[config.mk]
export PLATFORM = sky130hd
export DESIGN_NAME = serial_byte_tx
export DESIGN_NICKNAME = d
export VERILOG_FILES = /design/src/rtl/serial_byte_tx_pkg.sv /design/src/rtl/serial_byte_tx_bit_counter.sv /design/src/rtl/serial_byte_tx.sv
export SDC_FILE = /design/constraint.sdc
export NUM_CORES = 1
export LEC_CHECK = 0
export CAP_MARGIN = 30
export CELL_PAD_IN_SITES_DETAIL_PLACEMENT = 1
export CELL_PAD_IN_SITES_GLOBAL_PLACEMENT = 1
export CORE_UTILIZATION = 35
export DETAILED_ROUTE_END_ITERATION = 6
export HOLD_SLACK_MARGIN = 0.08
export PLACE_DENSITY = 0.74
export SLEW_MARGIN = 20
export SYNTH_ARGS = -nofsm -noshare
export SYNTH_HDL_FRONTEND = slang
export SYNTH_SLANG_ARGS = --single-unit
[constraint.sdc]
create_clock -name clk -period 1.88 [get_ports clk]
set_clock_uncertainty 0.05 [all_clocks]
set_input_delay 0.47 -clock clk [delete_from_list [all_inputs] [get_ports clk]]
set_output_delay 0.47 -clock clk [all_outputs]
set_load 0.01 [all_outputs]
[src/rtl/serial_byte_tx_pkg.sv]
// Shared definitions for the serial byte transmitter: FSM state encoding and default frame width.
package serial_pkg;

    localparam int FRAME_W = 8;

    localparam logic [1:0] S_IDLE  = 2'd0;
    localparam logic [1:0] S_SHIFT = 2'd1;
    localparam logic [1:0] S_DONE  = 2'd2;
    localparam logic [1:0] S_PAR   = 2'd3;

    typedef enum logic [1:0] {
        IDLE  = S_IDLE,
        SHIFT = S_SHIFT,
        DONE  = S_DONE,
        PAR   = S_PAR
    } state_e;

endpackage

[src/rtl/serial_byte_tx_bit_counter.sv]
// Frame bit counter: synchronous clear and enable, flags the last bit position of a frame.
module bit_counter
    import serial_pkg::*;
#(
    parameter int WIDTH = FRAME_W,
    parameter int CNT_W = $clog2(WIDTH)
) (
    input  logic clk,
    input  logic clr_i,
    input  logic en_i,
    output logic last_o
);

    logic [CNT_W-1:0] count_q;
    logic [CNT_W-1:0] count_d;

    always_comb begin
        count_d = count_q;
        if (clr_i) begin
            count_d = '0;
        end else if (en_i) begin
            count_d = count_q + CNT_W'(1);
        end
    end

    always_ff @(posedge clk) begin
        count_q <= count_d;
    end

    assign last_o = (count_q == CNT_W'(WIDTH - 1));

endmodule

[src/rtl/serial_byte_tx.sv]
// Parallel-in, serial-out MSB-first transmitter feeding a downstream serial-in shift register.
// Optional even parity bit after the data bits when SERIAL_BYTE_TX_PARITY_EN is defined.
//
// state | meaning
// IDLE  | line low, ready for a word
// SHIFT | data bits on ser_out, one per clk
// PAR   | parity bit on ser_out (parity build only)
// DONE  | done pulse; may accept the next word
module serial_byte_tx
    import serial_pkg::*;
#(
    parameter int WIDTH = FRAME_W
) (
    input  logic             clk,
    input  logic             reset,
    input  logic [WIDTH-1:0] data_in,
    input  logic             load_valid,
    output logic             load_ready,
    output logic             ser_out,
    output logic             ser_active,
    output logic             done
);

    localparam int CNT_W = $clog2(WIDTH);

    state_e           state_q;
    logic [WIDTH-1:0] shreg_q;
    logic             ser_out_q;
    logic             ser_active_q;
    logic             done_q;
    logic             accept;
    logic             cnt_last;
`ifdef SERIAL_BYTE_TX_PARITY_EN
    logic             par_q;
`endif

    assign load_ready = ((state_q == IDLE) || (state_q == DONE)) && !reset;
    assign accept     = load_valid && load_ready;

    bit_counter #(
        .WIDTH (WIDTH),
        .CNT_W (CNT_W)
    ) u_bit_counter (
        .clk    (clk),
        .clr_i  (reset || accept),
        .en_i   (state_q == SHIFT),
        .last_o (cnt_last)
    );

    always_ff @(posedge clk) begin
        if (reset) begin
            state_q      <= IDLE;
            shreg_q      <= '0;
            ser_out_q    <= 1'b0;
            ser_active_q <= 1'b0;
            done_q       <= 1'b0;
`ifdef SERIAL_BYTE_TX_PARITY_EN
            par_q        <= 1'b0;
`endif
        end else begin
            done_q <= 1'b0;
            case (state_q)
                IDLE, DONE: begin
                    if (accept) begin
                        // MSB goes straight to the line; the rest waits in the shifter
                        shreg_q      <= {data_in[WIDTH-2:0], 1'b0};
                        ser_out_q    <= data_in[WIDTH-1];
                        ser_active_q <= 1'b1;
                        state_q      <= SHIFT;
`ifdef SERIAL_BYTE_TX_PARITY_EN
                        par_q        <= ^data_in;
`endif
                    end else begin
                        ser_out_q    <= 1'b0;
                        ser_active_q <= 1'b0;
                        state_q      <= IDLE;
                    end
                end
                SHIFT: begin
                    shreg_q <= {shreg_q[WIDTH-2:0], 1'b0};
                    if (cnt_last) begin
`ifdef SERIAL_BYTE_TX_PARITY_EN
                        ser_out_q    <= par_q;
                        state_q      <= PAR;
`else
                        ser_out_q    <= 1'b0;
                        ser_active_q <= 1'b0;
                        done_q       <= 1'b1;
                        state_q      <= DONE;
`endif
                    end else begin
                        ser_out_q <= shreg_q[WIDTH-1];
                    end
                end
`ifdef SERIAL_BYTE_TX_PARITY_EN
                PAR: begin
                    ser_out_q    <= 1'b0;
                    ser_active_q <= 1'b0;
                    done_q       <= 1'b1;
                    state_q      <= DONE;
                end
`endif
                default: begin
                    ser_out_q    <= 1'b0;
                    ser_active_q <= 1'b0;
                    state_q      <= IDLE;
                end
            endcase
        end
    end

    assign ser_out    = ser_out_q;
    assign ser_active = ser_active_q;
    assign done       = done_q;

endmodule

==> flow_summary.ini <==
[outcome]
status = finished clean

[synthesis]
netlist_instances = 73
syn-num-nets = 86
synth_area_um2 = 674
seq_area_frac_synth_pct = 41.6
synth_ff_type = dfxtp_1
synthTopCellsByArea = dfxtp_1 42%, a211oi_2 11%, a21oi_1 7.4%, nor2_1 5.6%, nand2_1 5.0%
yosysTopAreaCellShare_pct = 41.6
syn-mean-instance-area_um2 = 9.24
yosys.area_share.simple_pct = 23.7
synth_compound_area_share_pct = 21.2
yosysWarningCount = 0
yosysMostFrequentCell = dfxtp_1
synthMuxAreaShare_pct = 1.67
synth_common_cells = 14 x dfxtp_1, 10 x a21oi_1, 10 x nor2_1
synth-xor-area-share_pct = 1.30
ys_seq_elements = 14
synth_top_family_by_area = simple AND/OR/NAND/NOR gates
yosysUniqueCellTypes = 20
async_flop_share_pct = 0
synth-adder-area-share_pct = 3.71
synth_edf_count = 0
synth_top_cell_by_area = dfxtp_1

[worst_setup_path]
required_ps = 1360
startpoint_type = primary input
reg2reg_to = u_bit_counter.count_q[2]
critPathBufInv = 2
critPathKind = in -> out
max_stage_delay_ps = 510
slowest_stage = clkdlybuf4s50_1
crit_arrival_ps = 1310
worstRegToRegCells = 5
crit_start = reset
path_delay_family = buffers and inverters
cp-end-kind = primary output
crit_path_cell_trace = clkdlybuf4s50_1 > nor2_1 > dlygate4sd2_1
r2r-start = u_bit_counter.count_q[0]
path_max_fanout = 2
r2r_slack_ps = 460

[power_and_ir_drop]
p_leak_nw = 0.349
power-per-cell-area_nw_per_um2 = 786
ir_drop_v = 0.000401

[final_layout]
drive_above_1_share_pct = 21.5
nets = 107
syn_to_final_growth_pct = 33.2
stdcell_count = 118
final_cell_area_um2 = 898
n_antenna_cell = 0
postLayoutCoreUtil_pct = 50.9

[timing]
period_share_pct = 97.2
rsz0062_at_grt = false
finalHoldViolCount = 0
relSlewSlack_pct = 77.2
max_freq_ghz = 0.547
period_minus_slack_ps = 1830
slew_violations = 0
setup_viol = 0
tightest_slew_ps = 342

[worst_hold_path]
min_delay_worst_endpoint = shreg_q[7]
hold_start = shreg_q[7]
hold_path_class = reg -> reg
holdPathStages = 2

[clocking]
cts_root_buffer = clkbuf_4
cts_setup_buffers = 0
clockBufferDepth = 2
htree_levels = 1
cts_buffers = 3
tritoncts = built
clk_pin_slew_worst_paths_ps = 90
clkLatencyLatePin_ps = 280
cts_sinks = 14

[global_routing]
grt_overflow_total = 0
grt_pass1_vias = 596
grt_max_degree = 12
grt_pass1_wl_mm = 2.47
grt_usage_pct = 16.6
antenna_found_initial = 0

[routing]
drcViolationCount = 0
ant_nets = 0
via_count = 575
detail_route.vias_per_cell = 4.87
routed_wl_mm = 1.49
drt_pass1_iterations = 4
drt-initial-drc-count = 9
avgRoutedWirePerCell_um = 12.7

[placement]
gp_congestion = 0.799
dpl_cell_area_um2 = 863
numPortBuffers = 14
place_inst = 114
dp_hpwl_mm = 1.16

[floorplanning]
start_util_pct = 38.2
core.rowCount = 15
core_um2 = 1760
die_w_um = 45.9
num_io_pins = 15
die-area_um2 = 2110
die_h_um = 45.9

[flow_run]
drv_cap = 0
## cells in the final DEF (no fill, tap or decap), drive strengths merged
cell	n
clkbuf	4
a211oi	6
o31ai	1
or3b	1
nand2	9
a21oi	10
nor3b	5
mux2	1
clkdlybuf4s50	13
dlygate4sd2	1
nand3	1
nor2	10
nand2b	2
o32a	1
inv	1
buf	8
nor2b	1
nand3b	1
ha	2
xnor2	1
dfxtp	14
## repair_timing
action | 4_1_cts | 5_1_grt
hold buffers | 0 | 0
setup endpoints to repair | 1 | 0
resized for setup | 1 | 0
## worst max-delay path by stage
stage,cells after the start,endpoint
after floorplan,3,load_ready
after global placement,3,load_ready
after detailed placement,3,load_ready
after CTS,3,load_ready
after global routing,3,load_ready
final,3,load_ready
## cell families after synthesis
family / after synthesis
adder cells (fa/ha/maj): 2
flip-flops: 14
buffers and inverters: 7
AO/OA/AOI/OAI: 18
AND/OR/NAND/NOR: 30
multiplexers: 1
XOR/XNOR: 1
## sequential cells by signal, summed over array words and instances, names as in the netlist
signal,count
done,1
ser_active,1
ser_out,1
shreg_q,7
state_q,1
u_bit_counter.count_q,3
## layer usage
layer | track usage, % | vias up | routed length, µm
li1 | - | 292 | -
met1 | 18.6 | 275 | 693
met2 | 30.4 | 8 | 755
met3 | 3.57 | 0 | 44
met4 | 5.29 | 0 | 0
met5 | 0 | - | 0
## worst register-to-register path, stage by stage (launching register included)
cell	delay, ps
dfxtp_1	340
ha_1	210
ha_1	280
mux2_2	260
a21oi_1	140
nor2_1	50
## final cells by class
class,instances,area (µm²)
Clock buffer,4,36.3
Multi-Input combinational cell,52,348
Fill cell,224,866
Tap cell,25,31.3
Timing Repair Buffer,22,199
Inverter,1,3.75
Sequential cell,14,280
## through the flow
stage	hold slack, ps	total power, mW	worst slack (ps)	setup TNS, ps
floorplan	398	0.438	425	0
global route	451	0.747	35.8	0
global placement	411	0.496	-210	-879
finish	428	0.706	53.3	0
CTS	433	0.718	41.6	0
detailed placement	421	0.501	-228	-878
## power by group
part	total (mW)	internal, mW	switching, mW
clock network	0.217	0.118	0.0995
logic	0.157	0.0805	0.0762
registers	0.333	0.320	0.0127
total	0.706	0.518	0.188
Power figures use the tool's default switching activity.
